`config.mk`:
```
export PLATFORM = sky130hd
export DESIGN_NAME = uart_core_param_flat
export DESIGN_NICKNAME = d
export VERILOG_FILES = /design/src/rtl/uart_core_param_if.sv /design/src/rtl/uart_core_param.sv /design/src/flat_wrapper.sv
export SDC_FILE = /design/constraint.sdc
export NUM_CORES = 1
export LEC_CHECK = 0
export ABC_AREA = 1
export CORE_MARGIN = 2
export CORE_UTILIZATION = 55
export DETAILED_ROUTE_END_ITERATION = 8
export DONT_BUFFER_PORTS = 1
export PLACE_DENSITY = 0.68
export SLEW_MARGIN = 5
export SYNTH_ARGS = -nofsm -noshare
export SYNTH_HDL_FRONTEND = slang
export SYNTH_SLANG_ARGS = --single-unit
```
`constraint.sdc`:
```
create_clock -name clk -period 2.1 [get_ports clk]
set_input_delay 0.105 -clock clk [delete_from_list [all_inputs] [get_ports clk]]
set_output_delay 0.105 -clock clk [all_outputs]
set_load 0.02 [all_outputs]
```
`src/rtl/uart_core_param_if.sv`:
```
// uart_core_param_if: bus-side signals of the parametrised UART core.
// Handshake: a word transfers on the rising edge where tx_valid && tx_ready.
// The core raises tx_ready only when idle. It has no receive backpressure:
// rx_valid is a one-cycle strobe and is never stalled.
// tx_state / rx_state expose the two FSM encodings for observation.
interface uart_core_param_if #(
    parameter int DATA_BITS = 8
);
    logic [DATA_BITS-1:0] tx_data;
    logic                 tx_valid;
    logic                 tx_ready;
    logic                 tx_done;
    logic [DATA_BITS-1:0] rx_data;
    logic                 rx_valid;
    logic                 rx_parity_err;
    logic                 rx_frame_err;
    logic [2:0]           tx_state;
    logic [2:0]           rx_state;

    modport master (
        output tx_data, tx_valid,
        input  tx_ready, tx_done, rx_data, rx_valid, rx_parity_err, rx_frame_err,
        input  tx_state, rx_state
    );

    modport slave (
        input  tx_data, tx_valid,
        output tx_ready, tx_done, rx_data, rx_valid, rx_parity_err, rx_frame_err,
        output tx_state, rx_state
    );
endinterface

```
`src/rtl/uart_core_param.sv`:
```
// uart_core_param: full-duplex UART with configurable data width, parity and
// stop bits. Bit timing comes from clock-enable counters on clk; no derived
// clocks. Optional macro UART_CORE_LOOPBACK_EN adds a 'loopback' input that
// routes the internal tx into the receiver and parks the tx pin high.
module uart_core_param #(
    parameter int CLK_FREQ  = 1000000,
    parameter int BAUD_RATE = 9600,
    parameter int DATA_BITS = 8,
    parameter int PARITY    = 0,
    parameter int STOP_BITS = 1
) (
    input  logic               clk,
    input  logic               rst,
    uart_core_param_if.slave   bus,
    output logic               tx,
    input  logic               rx
`ifdef UART_CORE_LOOPBACK_EN
    ,
    input  logic               loopback
`endif
);
    localparam int CPB   = CLK_FREQ / BAUD_RATE;
    localparam int CNT_W = $clog2(CPB + 1);
    localparam logic [CNT_W-1:0] BIT_LAST  = CNT_W'(CPB - 1);
    localparam logic [CNT_W-1:0] HALF_BIT  = CNT_W'(CPB / 2);
    localparam logic [CNT_W-1:0] CNT_ONE   = CNT_W'(1);
    localparam logic [3:0]       DATA_LAST = 4'(DATA_BITS - 1);
    localparam bit               HAS_PAR   = (PARITY != 0);
    localparam logic             ODD       = (PARITY == 2);
    localparam logic             STOP_LAST = (STOP_BITS == 2);

    localparam logic [2:0] S_IDLE   = 3'd0;
    localparam logic [2:0] S_START  = 3'd1;
    localparam logic [2:0] S_DATA   = 3'd2;
    localparam logic [2:0] S_PARITY = 3'd3;
    localparam logic [2:0] S_STOP   = 3'd4;

    // ---------------- transmitter ----------------
    logic [2:0]           tx_state;
    logic [CNT_W-1:0]     tx_cnt;
    logic [3:0]           tx_bit;
    logic                 tx_stop;
    logic [DATA_BITS-1:0] tx_sh;
    logic                 tx_par;
    logic                 tx_q;
    logic                 tx_done_q;

    // TX FSM: tx_q is registered so the pin never glitches between bits.
    always_ff @(posedge clk) begin
        if (rst) begin
            tx_state  <= S_IDLE;
            tx_cnt    <= '0;
            tx_bit    <= '0;
            tx_stop   <= 1'b0;
            tx_sh     <= '0;
            tx_par    <= 1'b0;
            tx_q      <= 1'b1;
            tx_done_q <= 1'b0;
        end else begin
            tx_done_q <= 1'b0;
            case (tx_state)
                S_IDLE: begin
                    if (bus.tx_valid) begin
                        tx_sh    <= bus.tx_data;
                        tx_par   <= (^bus.tx_data) ^ ODD;
                        tx_q     <= 1'b0;
                        tx_cnt   <= '0;
                        tx_state <= S_START;
                    end
                end
                S_START: begin
                    if (tx_cnt == BIT_LAST) begin
                        tx_cnt   <= '0;
                        tx_bit   <= '0;
                        tx_q     <= tx_sh[0];
                        tx_state <= S_DATA;
                    end else begin
                        tx_cnt <= tx_cnt + CNT_ONE;
                    end
                end
                S_DATA: begin
                    if (tx_cnt == BIT_LAST) begin
                        tx_cnt <= '0;
                        if (tx_bit == DATA_LAST) begin
                            if (HAS_PAR) begin
                                tx_q     <= tx_par;
                                tx_state <= S_PARITY;
                            end else begin
                                tx_q     <= 1'b1;
                                tx_stop  <= 1'b0;
                                tx_state <= S_STOP;
                            end
                        end else begin
                            tx_bit <= tx_bit + 4'd1;
                            tx_q   <= tx_sh[1];
                            tx_sh  <= tx_sh >> 1;
                        end
                    end else begin
                        tx_cnt <= tx_cnt + CNT_ONE;
                    end
                end
                S_PARITY: begin
                    if (tx_cnt == BIT_LAST) begin
                        tx_cnt   <= '0;
                        tx_q     <= 1'b1;
                        tx_stop  <= 1'b0;
                        tx_state <= S_STOP;
                    end else begin
                        tx_cnt <= tx_cnt + CNT_ONE;
                    end
                end
                S_STOP: begin
                    if (tx_cnt == BIT_LAST) begin
                        tx_cnt <= '0;
                        if (tx_stop == STOP_LAST) begin
                            tx_state  <= S_IDLE;
                            tx_done_q <= 1'b1;
                        end else begin
                            tx_stop <= 1'b1;
                        end
                    end else begin
                        tx_cnt <= tx_cnt + CNT_ONE;
                    end
                end
                default: tx_state <= S_IDLE;
            endcase
        end
    end

    assign bus.tx_ready = (tx_state == S_IDLE);
    assign bus.tx_done  = tx_done_q;
    assign bus.tx_state = tx_state;

    // ---------------- line routing ----------------
    logic rx_in;
`ifdef UART_CORE_LOOPBACK_EN
    assign rx_in = loopback ? tx_q : rx;
    assign tx    = loopback ? 1'b1 : tx_q;
`else
    assign rx_in = rx;
    assign tx    = tx_q;
`endif

    // ---------------- receiver ----------------
    logic                 rx_s1, rx_s2;
    logic [2:0]           rx_state;
    logic [CNT_W-1:0]     rx_cnt;
    logic [3:0]           rx_bit;
    logic                 rx_stop;
    logic [DATA_BITS-1:0] rx_sh;
    logic                 rx_par_err;
    logic                 rx_stop_err;
    logic [DATA_BITS-1:0] rx_data_q;
    logic                 rx_valid_q, rx_perr_q, rx_ferr_q;

    // Two-flop synchroniser; resets to the idle level so reset cannot look like a start bit.
    always_ff @(posedge clk) begin
        if (rst) begin
            rx_s1 <= 1'b1;
            rx_s2 <= 1'b1;
        end else begin
            rx_s1 <= rx_in;
            rx_s2 <= rx_s1;
        end
    end

    // RX FSM: start bit confirmed at its centre, then one sample every CPB cycles.
    always_ff @(posedge clk) begin
        if (rst) begin
            rx_state    <= S_IDLE;
            rx_cnt      <= '0;
            rx_bit      <= '0;
            rx_stop     <= 1'b0;
            rx_sh       <= '0;
            rx_par_err  <= 1'b0;
            rx_stop_err <= 1'b0;
            rx_data_q   <= '0;
            rx_valid_q  <= 1'b0;
            rx_perr_q   <= 1'b0;
            rx_ferr_q   <= 1'b0;
        end else begin
            rx_valid_q <= 1'b0;
            case (rx_state)
                S_IDLE: begin
                    // The detect cycle counts as the first cycle of the start bit.
                    if (!rx_s2) begin
                        rx_cnt   <= CNT_ONE;
                        rx_state <= S_START;
                    end
                end
                S_START: begin
                    if (rx_cnt == HALF_BIT) begin
                        rx_cnt      <= '0;
                        rx_bit      <= '0;
                        rx_par_err  <= 1'b0;
                        rx_stop_err <= 1'b0;
                        rx_state    <= rx_s2 ? S_IDLE : S_DATA;
                    end else begin
                        rx_cnt <= rx_cnt + CNT_ONE;
                    end
                end
                S_DATA: begin
                    if (rx_cnt == BIT_LAST) begin
                        rx_cnt <= '0;
                        rx_sh  <= {rx_s2, rx_sh[DATA_BITS-1:1]};
                        if (rx_bit == DATA_LAST) begin
                            rx_stop  <= 1'b0;
                            rx_state <= HAS_PAR ? S_PARITY : S_STOP;
                        end else begin
                            rx_bit <= rx_bit + 4'd1;
                        end
                    end else begin
                        rx_cnt <= rx_cnt + CNT_ONE;
                    end
                end
                S_PARITY: begin
                    if (rx_cnt == BIT_LAST) begin
                        rx_cnt     <= '0;
                        rx_par_err <= rx_s2 ^ (^rx_sh) ^ ODD;
                        rx_state   <= S_STOP;
                    end else begin
                        rx_cnt <= rx_cnt + CNT_ONE;
                    end
                end
                S_STOP: begin
                    if (rx_cnt == BIT_LAST) begin
                        rx_cnt <= '0;
                        if (rx_stop == STOP_LAST) begin
                            rx_data_q  <= rx_sh;
                            rx_perr_q  <= rx_par_err;
                            rx_ferr_q  <= rx_stop_err | ~rx_s2;
                            rx_valid_q <= 1'b1;
                            rx_state   <= S_IDLE;
                        end else begin
                            rx_stop_err <= ~rx_s2;
                            rx_stop     <= 1'b1;
                        end
                    end else begin
                        rx_cnt <= rx_cnt + CNT_ONE;
                    end
                end
                default: rx_state <= S_IDLE;
            endcase
        end
    end

    assign bus.rx_data       = rx_data_q;
    assign bus.rx_valid      = rx_valid_q;
    assign bus.rx_parity_err = rx_perr_q;
    assign bus.rx_frame_err  = rx_ferr_q;
    assign bus.rx_state      = rx_state;
endmodule

```
`src/flat_wrapper.sv`:
```
// flat-port wrapper written by rule: the top's interface ports become plain ports
module uart_core_param_flat 
#(
    parameter int CLK_FREQ  = 1000000,
    parameter int BAUD_RATE = 9600,
    parameter int DATA_BITS = 8,
    parameter int PARITY    = 0,
    parameter int STOP_BITS = 1
)
  (clk, rst, tx, rx, bus_tx_data, bus_tx_valid, bus_tx_ready, bus_tx_done, bus_rx_data, bus_rx_valid, bus_rx_parity_err, bus_rx_frame_err, bus_tx_state, bus_rx_state);
  uart_core_param_if #(.DATA_BITS(DATA_BITS)) bus_i ();
  input  logic clk;
  input  logic rst;
  output logic tx;
  input  logic rx;
  input wire logic [$bits(bus_i.tx_data)-1:0] bus_tx_data;
  input wire logic [$bits(bus_i.tx_valid)-1:0] bus_tx_valid;
  output wire logic [$bits(bus_i.tx_ready)-1:0] bus_tx_ready;
  output wire logic [$bits(bus_i.tx_done)-1:0] bus_tx_done;
  output wire logic [$bits(bus_i.rx_data)-1:0] bus_rx_data;
  output wire logic [$bits(bus_i.rx_valid)-1:0] bus_rx_valid;
  output wire logic [$bits(bus_i.rx_parity_err)-1:0] bus_rx_parity_err;
  output wire logic [$bits(bus_i.rx_frame_err)-1:0] bus_rx_frame_err;
  output wire logic [$bits(bus_i.tx_state)-1:0] bus_tx_state;
  output wire logic [$bits(bus_i.rx_state)-1:0] bus_rx_state;
  assign bus_i.tx_data = bus_tx_data;
  assign bus_i.tx_valid = bus_tx_valid;
  assign bus_tx_ready = bus_i.tx_ready;
  assign bus_tx_done = bus_i.tx_done;
  assign bus_rx_data = bus_i.rx_data;
  assign bus_rx_valid = bus_i.rx_valid;
  assign bus_rx_parity_err = bus_i.rx_parity_err;
  assign bus_rx_frame_err = bus_i.rx_frame_err;
  assign bus_tx_state = bus_i.tx_state;
  assign bus_rx_state = bus_i.rx_state;
  uart_core_param #(.CLK_FREQ(CLK_FREQ), .BAUD_RATE(BAUD_RATE), .DATA_BITS(DATA_BITS), .PARITY(PARITY), .STOP_BITS(STOP_BITS)) u_core (.clk(clk), .rst(rst), .bus(bus_i), .tx(tx), .rx(rx));
endmodule
```
## Yosys cells after proc, flatten, opt, wreduce, memory -nomap -nowiden

Index checks and enable logic that the tools add are counted.

| storage, ports and cells | value |
|---|---|
| bits in registers | 63 |
| output and inout port bits | 20 |
| word-level logic and storage cells | 154 |

| operators by class | value |
|---|---|
| add/sub/neg operators | 4 |
| reduce and logical (&&, ||, !) cells | 31 |
| bitwise operators | 8 |
| mux-type cells | 61 |
| equal/unequal tests | 30 |

Operator list:

| kind | number |
|---|---|
| $mux 3 | 14 |
| $mux 7 | 5 |
| $pmux 3 s5 | 2 |
| $mux 4 | 6 |
| $mux 8 | 3 |
| $ne 2x1->1 const B | 11 |
| $pmux 7 s3 | 1 |
| $mux 1 | 20 |
| $reduce_and 4->1 | 5 |
| $pmux 4 s2 | 2 |
| $pmux 8 s2 | 1 |
| $add 7x1->7 const B | 2 |
| $eq 7x7->1 const B | 2 |
| $pmux 7 s2 | 1 |
| $reduce_and 7->1 | 2 |
| $reduce_bool 2->1 | 7 |
| $eq 3x2->1 const B | 4 |
| $ne 2x2->1 const B | 6 |
| $reduce_and 5->1 | 2 |
| $reduce_or 3->1 | 3 |
| $add 4x1->4 const B | 2 |
| $eq 4x3->1 const B | 2 |
| $reduce_xor 8->1 | 1 |
| $eq 7x6->1 const B | 1 |
| 15 further kinds | 29 |

## Logic depth before layout (Yosys ltp)

| logic depth | value |
|---|---|
| depth in word-level cells | 4 |
| mapped depth | 11 |

## Least setup slack after synthesis

Ideal clock, no wire load.

| timing path | value |
|---|---|
| path kind | register to register |
| start | register u_core.tx_state[0], in the netlist u_core.bus.tx_state[0] |
| end | register u_core.tx_cnt[0] |
| cell stages (with the launch flop) | 9 |
| setup slack | 601 ps |
| library setup time | 70 ps |
| data required time | 2030 ps |
| buffers on the path | 0 |
| data arrival time | 1429 ps |
| cell sequence | dfxtp_1 -> inv_1 -> nand2_2 -> nor2_2 -> nand2_1 -> nand2_2 -> inv_2 -> or2_0 -> a21oi_1 |

RTL lines:

| element | RTL line | text |
|---|---|---|
| from (decl) | uart_core_param.sv:39 | `logic [2:0] tx_state;` |
| from (signal assigned) | uart_core_param.sv:51 | `tx_state <= S_IDLE;` |
| from (signal assigned) | uart_core_param.sv:68 | `tx_state <= S_START;` |
| from (signal assigned) | uart_core_param.sv:76 | `tx_state <= S_DATA;` |
| $logic_not 3->1 * | n/a |  |
| named net bus_tx_ready | flat_wrapper.sv:18 | `output wire logic [$bits(bus_i.tx_ready)-1:0] bus_tx_ready;` |
| $ne 2x2->1 (no line) / $reduce_bool 2->1 (equally long branches) | n/a |  |
| $reduce_and 2->1 (no line) | n/a |  |
| to (signal assigned) | uart_core_param.sv:78 | `tx_cnt <= tx_cnt + CNT_ONE;` |
| to (signal assigned) | uart_core_param.sv:99 | `tx_cnt <= tx_cnt + CNT_ONE;` |
| to (signal assigned) | uart_core_param.sv:109 | `tx_cnt <= tx_cnt + CNT_ONE;` |
| to (decl) | uart_core_param.sv:40 | `logic [CNT_W-1:0] tx_cnt;` |

Mark *: on every way through the listed nets, which the timed path passes. The rest lies on a longest branch.
A chain may end at the register's enable or synchronous reset.

## Worst setup path in the final report

| timing path | value |
|---|---|
| start | register u_core.tx_state[0], in the netlist u_core.bus.tx_state[0] |
| end | register u_core.tx_cnt[5] |

The elaborated chain is that of the path after synthesis.

==> metrics.log <==
[metrics] post-placement setup slack: 0.357 ns
[metrics] maximum number of buffers from clock root to sink: 2
[metrics] total met3 wirelength after detailed routing: 289 um
[metrics] number of setup violations in the final report: 0
[metrics] core area: 5200 sq um
[metrics] total die area: 6070 sq um
[metrics] diode count: 0
[metrics] beginning of the worst register-to-register path: u_core.bus.tx_state[0]$_SDFFE_PP0P_
[metrics] vias in the first global route: 2505
[metrics] share of the clock period used by the worst path after layout: 83.6%
[metrics] Internal: 2.32 mW
[metrics] signed area change from the synthesized netlist to the final layout: 11.2%
[metrics] sequential fraction of the synthesis area: 40.6%
[metrics] cell occurring most often along the worst timing path: sky130_fd_sc_hd__nand2_2
[metrics] cell area after synthesis: 3010 sq um
[metrics] topmost layer with routed signal wires: met4
[metrics] WL final: 6.20 mm
[metrics] ratio of routed vias to standard cells: 5.17
[metrics] post-layout power: 3.74 mW
[metrics] TritonCTS clock tree: built
[metrics] Final Skew: 0.00481 ns
[metrics] CP Launch Point: u_core.bus.tx_state[0]$_SDFFE_PP0P_
[metrics] met2 WL: 2.72 mm
[metrics] count of non-filler cells in the finished layout: 530
[metrics] initial antenna violation count: 0
[metrics] static power due to leakage: 1.47 nW
[metrics] post-route DRC violation count: 0
[metrics] Clock Latency Late Sink: 0.34 ns
[metrics] critical path startpoint category: flop
[metrics] Logic pwr share: 30.5%
[metrics] root buffer cell: sky130_fd_sc_hd__clkbuf_8
[metrics] r2r setup slk: 0.34 ns
[metrics] Global Route Usage Sum: 22.0%
[metrics] required time of the critical path: 2.32 ns
[metrics] length of routed wiring on met1: 3.11 mm
[metrics] post-layout minimum cycle time: 1.76 ns
[metrics] setup repair after global routing missed its margin: false
[metrics] sum of net half-perimeters after detailed placement: 4.31 mm
[metrics] Cell Chain, Critical Path: inv_1, nand2_2, nor2_2, nand2_1, nand2_2, inv_2, o21ai_2, nor2_1
[metrics] area of placed instances: 3060 sq um
[metrics] synthesized flop and latch total: 61
[metrics] Clock power frac: 30.7%
[metrics] Die Width: 77.9 um
[metrics] Row Count: 26
[metrics] via total after detailed routing: 2738
[metrics] sequential share of power: 38.8%
[metrics] path type of the worst setup path: reg2reg
[metrics] global-route wire length before repair: 10.8 mm
[metrics] Finished Core Util: 64.2%
[metrics] Hold Path Origin: bus_tx_data[4]
[metrics] CTS clk-pin slew, worst paths: 0.07 ns
[metrics] first drt pass iteration count: 4
[metrics] slack of the critical path: 0.344 ns
[metrics] largest stage delay on the critical path: 0.43 ns
[metrics] FF-to-FF End: u_core.tx_cnt[5]$_SDFFE_PP0P_
[metrics] worst min path class: in2reg
[metrics] Post-CTS Setup Bufs: 0
[metrics] Finished Cell Area: 3340 sq um
[metrics] number of top-level pins: 32
[metrics] Detail Route Antenna Nets: 0
[metrics] power density normalized to cell area: 1120 nW/um^2
[metrics] last weighted congestion value of the routability-driven placer: 0.876
[metrics] number of maximum-capacitance violations: 0
[metrics] Switching Fraction: 38.1%
[metrics] FMAX: 0.570 GHz
[metrics] net switching power figure: 1.43 mW
[metrics] combined buffer and inverter count along the critical path: 2
[metrics] cell count after placement: 508
[metrics] number of hold-slack violations in the final timing report: 0
[metrics] Layout fillers: 473
[metrics] post-synth cell types: 30
[metrics] global route total overflow: 0
[metrics] chip height: 77.9 um
[metrics] routed len/inst: 11.7 um
[metrics] H-tree depth reported by CTS: 3
[metrics] data arrival time of the critical path: 1.98 ns
[metrics] post-cts resize count: 0
[metrics] worst max-slew margin expressed relative to the limit: 32.3%
[metrics] initial detailed-routing violation count: 147
[metrics] worst supply voltage drop on vdd: 0.859 mV
[metrics] number of nets in the layout: 473
[metrics] worst hold margin: 0.00609 ns
[metrics] result of the run: completed
[metrics] slowest CP cell: sky130_fd_sc_hd__dfxtp_1
[metrics] Setup TNS: 0 ns
[metrics] number of slew-limit violations in the final report: 0
[metrics] Num CTS Buffers: 9
[metrics] Critical Path Stages: 8
[metrics] clock sink total: 61
[metrics] post-synthesis instance total: 445
[metrics] hold-fix buffer count after cts: 7
[metrics] family of cells with the greatest summed delay on the critical path: simple AND/OR/NAND/NOR gates
[metrics] capture point of the critical path: u_core.tx_cnt[5]$_SDFFE_PP0P_
[metrics] Avg Synthesized Cell Area: 6.76 sq um
[metrics] top fanout value on the critical path: 6
[metrics] Mapped Nets: 462
[metrics] Register-to-Register Path Depth: 8
[metrics] measured slew at the worst slew-check pin: 1.01 ns
[metrics] proportion of layout cells with a drive suffix above 1: 8.91%
[metrics] count of port buffers added during placement: 0
[metrics] maximum number of pins on one net before global-route repair: 26
[metrics] Initial Utilization: 57.8%
[metrics] Crit. End Element: flop
[metrics] Ys Warns: 0
## worst reg2reg max path: cells and delay by family (launching register included)
family | cells | cell delay, ns
simple gates | 5 | 0.74
flops | 1 | 0.43
buf+inv | 2 | 0.25
compound gates | 1 | 0.21
## logic make-up (layout without fill, tap and decap cells)
kind of cell,after synthesis,in the layout,share of synthesized area (%)
AOI/OAI and AO/OA,75,75,12.9
xor gates and xnor gates,6,6,1.75
DFF,61,61,40.6
and+or+nand+nor,233,233,34.0
adders and majority gates,5,5,2.08
buffers and inverters,65,80,8.66
## cell type report
cell class / count / area (sq um) / area share, %
multi-input cells: 319 / 1530 / 45.6
flip-flops and latches: 61 / 1220 / 36.5
inverters: 56 / 210 / 6.29
clock buffers: 11 / 141 / 4.23
well taps: 70 / 87.6 / 2.62
repair buffers: 9 / 85.1 / 2.54
clock inverters: 4 / 72.6 / 2.17
## layout by cell type (no fill, tap or decap), types with 2 or more instances in the layout
cell,instances
sky130_fd_sc_hd__a21oi_1,41
sky130_fd_sc_hd__buf_4,2
sky130_fd_sc_hd__bufinv_16,2
sky130_fd_sc_hd__clkbuf_8,10
sky130_fd_sc_hd__dfxtp_1,61
sky130_fd_sc_hd__dlygate4sd3_1,7
sky130_fd_sc_hd__ha_1,5
sky130_fd_sc_hd__inv_1,50
sky130_fd_sc_hd__inv_2,6
sky130_fd_sc_hd__nand2_1,133
sky130_fd_sc_hd__nand2_2,5
sky130_fd_sc_hd__nand3_1,24
sky130_fd_sc_hd__nand3_2,2
sky130_fd_sc_hd__nand4_1,11
sky130_fd_sc_hd__nor2_1,41
sky130_fd_sc_hd__nor2_2,2
sky130_fd_sc_hd__nor2_4,3
sky130_fd_sc_hd__nor3_1,5
sky130_fd_sc_hd__o21ai_0,28
sky130_fd_sc_hd__o21ai_1,2
sky130_fd_sc_hd__o21ai_2,2
sky130_fd_sc_hd__or2_0,2
sky130_fd_sc_hd__or2_2,2
sky130_fd_sc_hd__xnor2_1,4
sky130_fd_sc_hd__xor2_1,2
## routing by layer
metal  track usage, %  vias up
met5                0        -
met4             5.61        0
met3             7.33        8
met2             33.7       47
met1             29.9     1246
li1                 -     1437
## synth_stat cells, drive strengths merged
master / count / area [sq um]
dfxtp: 61 / 1220
xnor2: 4 / 35.0
xor2: 2 / 17.5
nand3: 26 / 140
a31oi: 1 / 6.26
nand4: 11 / 68.8
inv: 56 / 210
nand2: 138 / 531
and2: 1 / 7.51
a21oi: 41 / 205
a21o: 1 / 7.51
o21ai: 32 / 168
nor3: 7 / 51.3
buf: 4 / 31.3
or2: 4 / 25.0
ha: 5 / 62.6
clkbuf: 5 / 18.8
nor2: 46 / 200
## worst min path at each step
stage / end / cells past startpoint / slack [ns]
after CTS: u_core.tx_sh[4]$_SDFFE_PP0P_ / 4 / 0.002
after detailed placement: u_core.rx_bit[1]$_SDFFE_PP0P_ / 1 / 0.18
after global routing: u_core.tx$_SDFFE_PP1P_ / 2 / 0.02
final: u_core.tx_sh[4]$_SDFFE_PP0P_ / 4 / 0.006
after global placement: u_core.rx_cnt[5]$_SDFFE_PP0P_ / 1 / 0.18
after floorplan: u_core.rx_s1$_SDFF_PP1_ / 1 / 0.21
## registers in the layout, indices dropped and copies added (netlist names), 3 cells and up
register and cells:
u_core.tx_cnt 7, u_core.tx_bit 4, u_core.bus.rx_data 8, u_core.bus.rx_state 3
u_core.tx_sh 8, u_core.rx_sh 8, u_core.rx_cnt 7, u_core.bus.tx_state 3
u_core.rx_bit 4
## power groups by stage
stage,registers (mW),clock network (mW),logic [mW]
after global routing,1.47,1.21,1.31
after floorplan,1.45,0,0.917
after detailed placement,1.47,0,1.11
after global placement,1.47,0,1.11
after CTS,1.45,1.17,1.14
final,1.45,1.15,1.14
(Power assumes the default switching activity.)
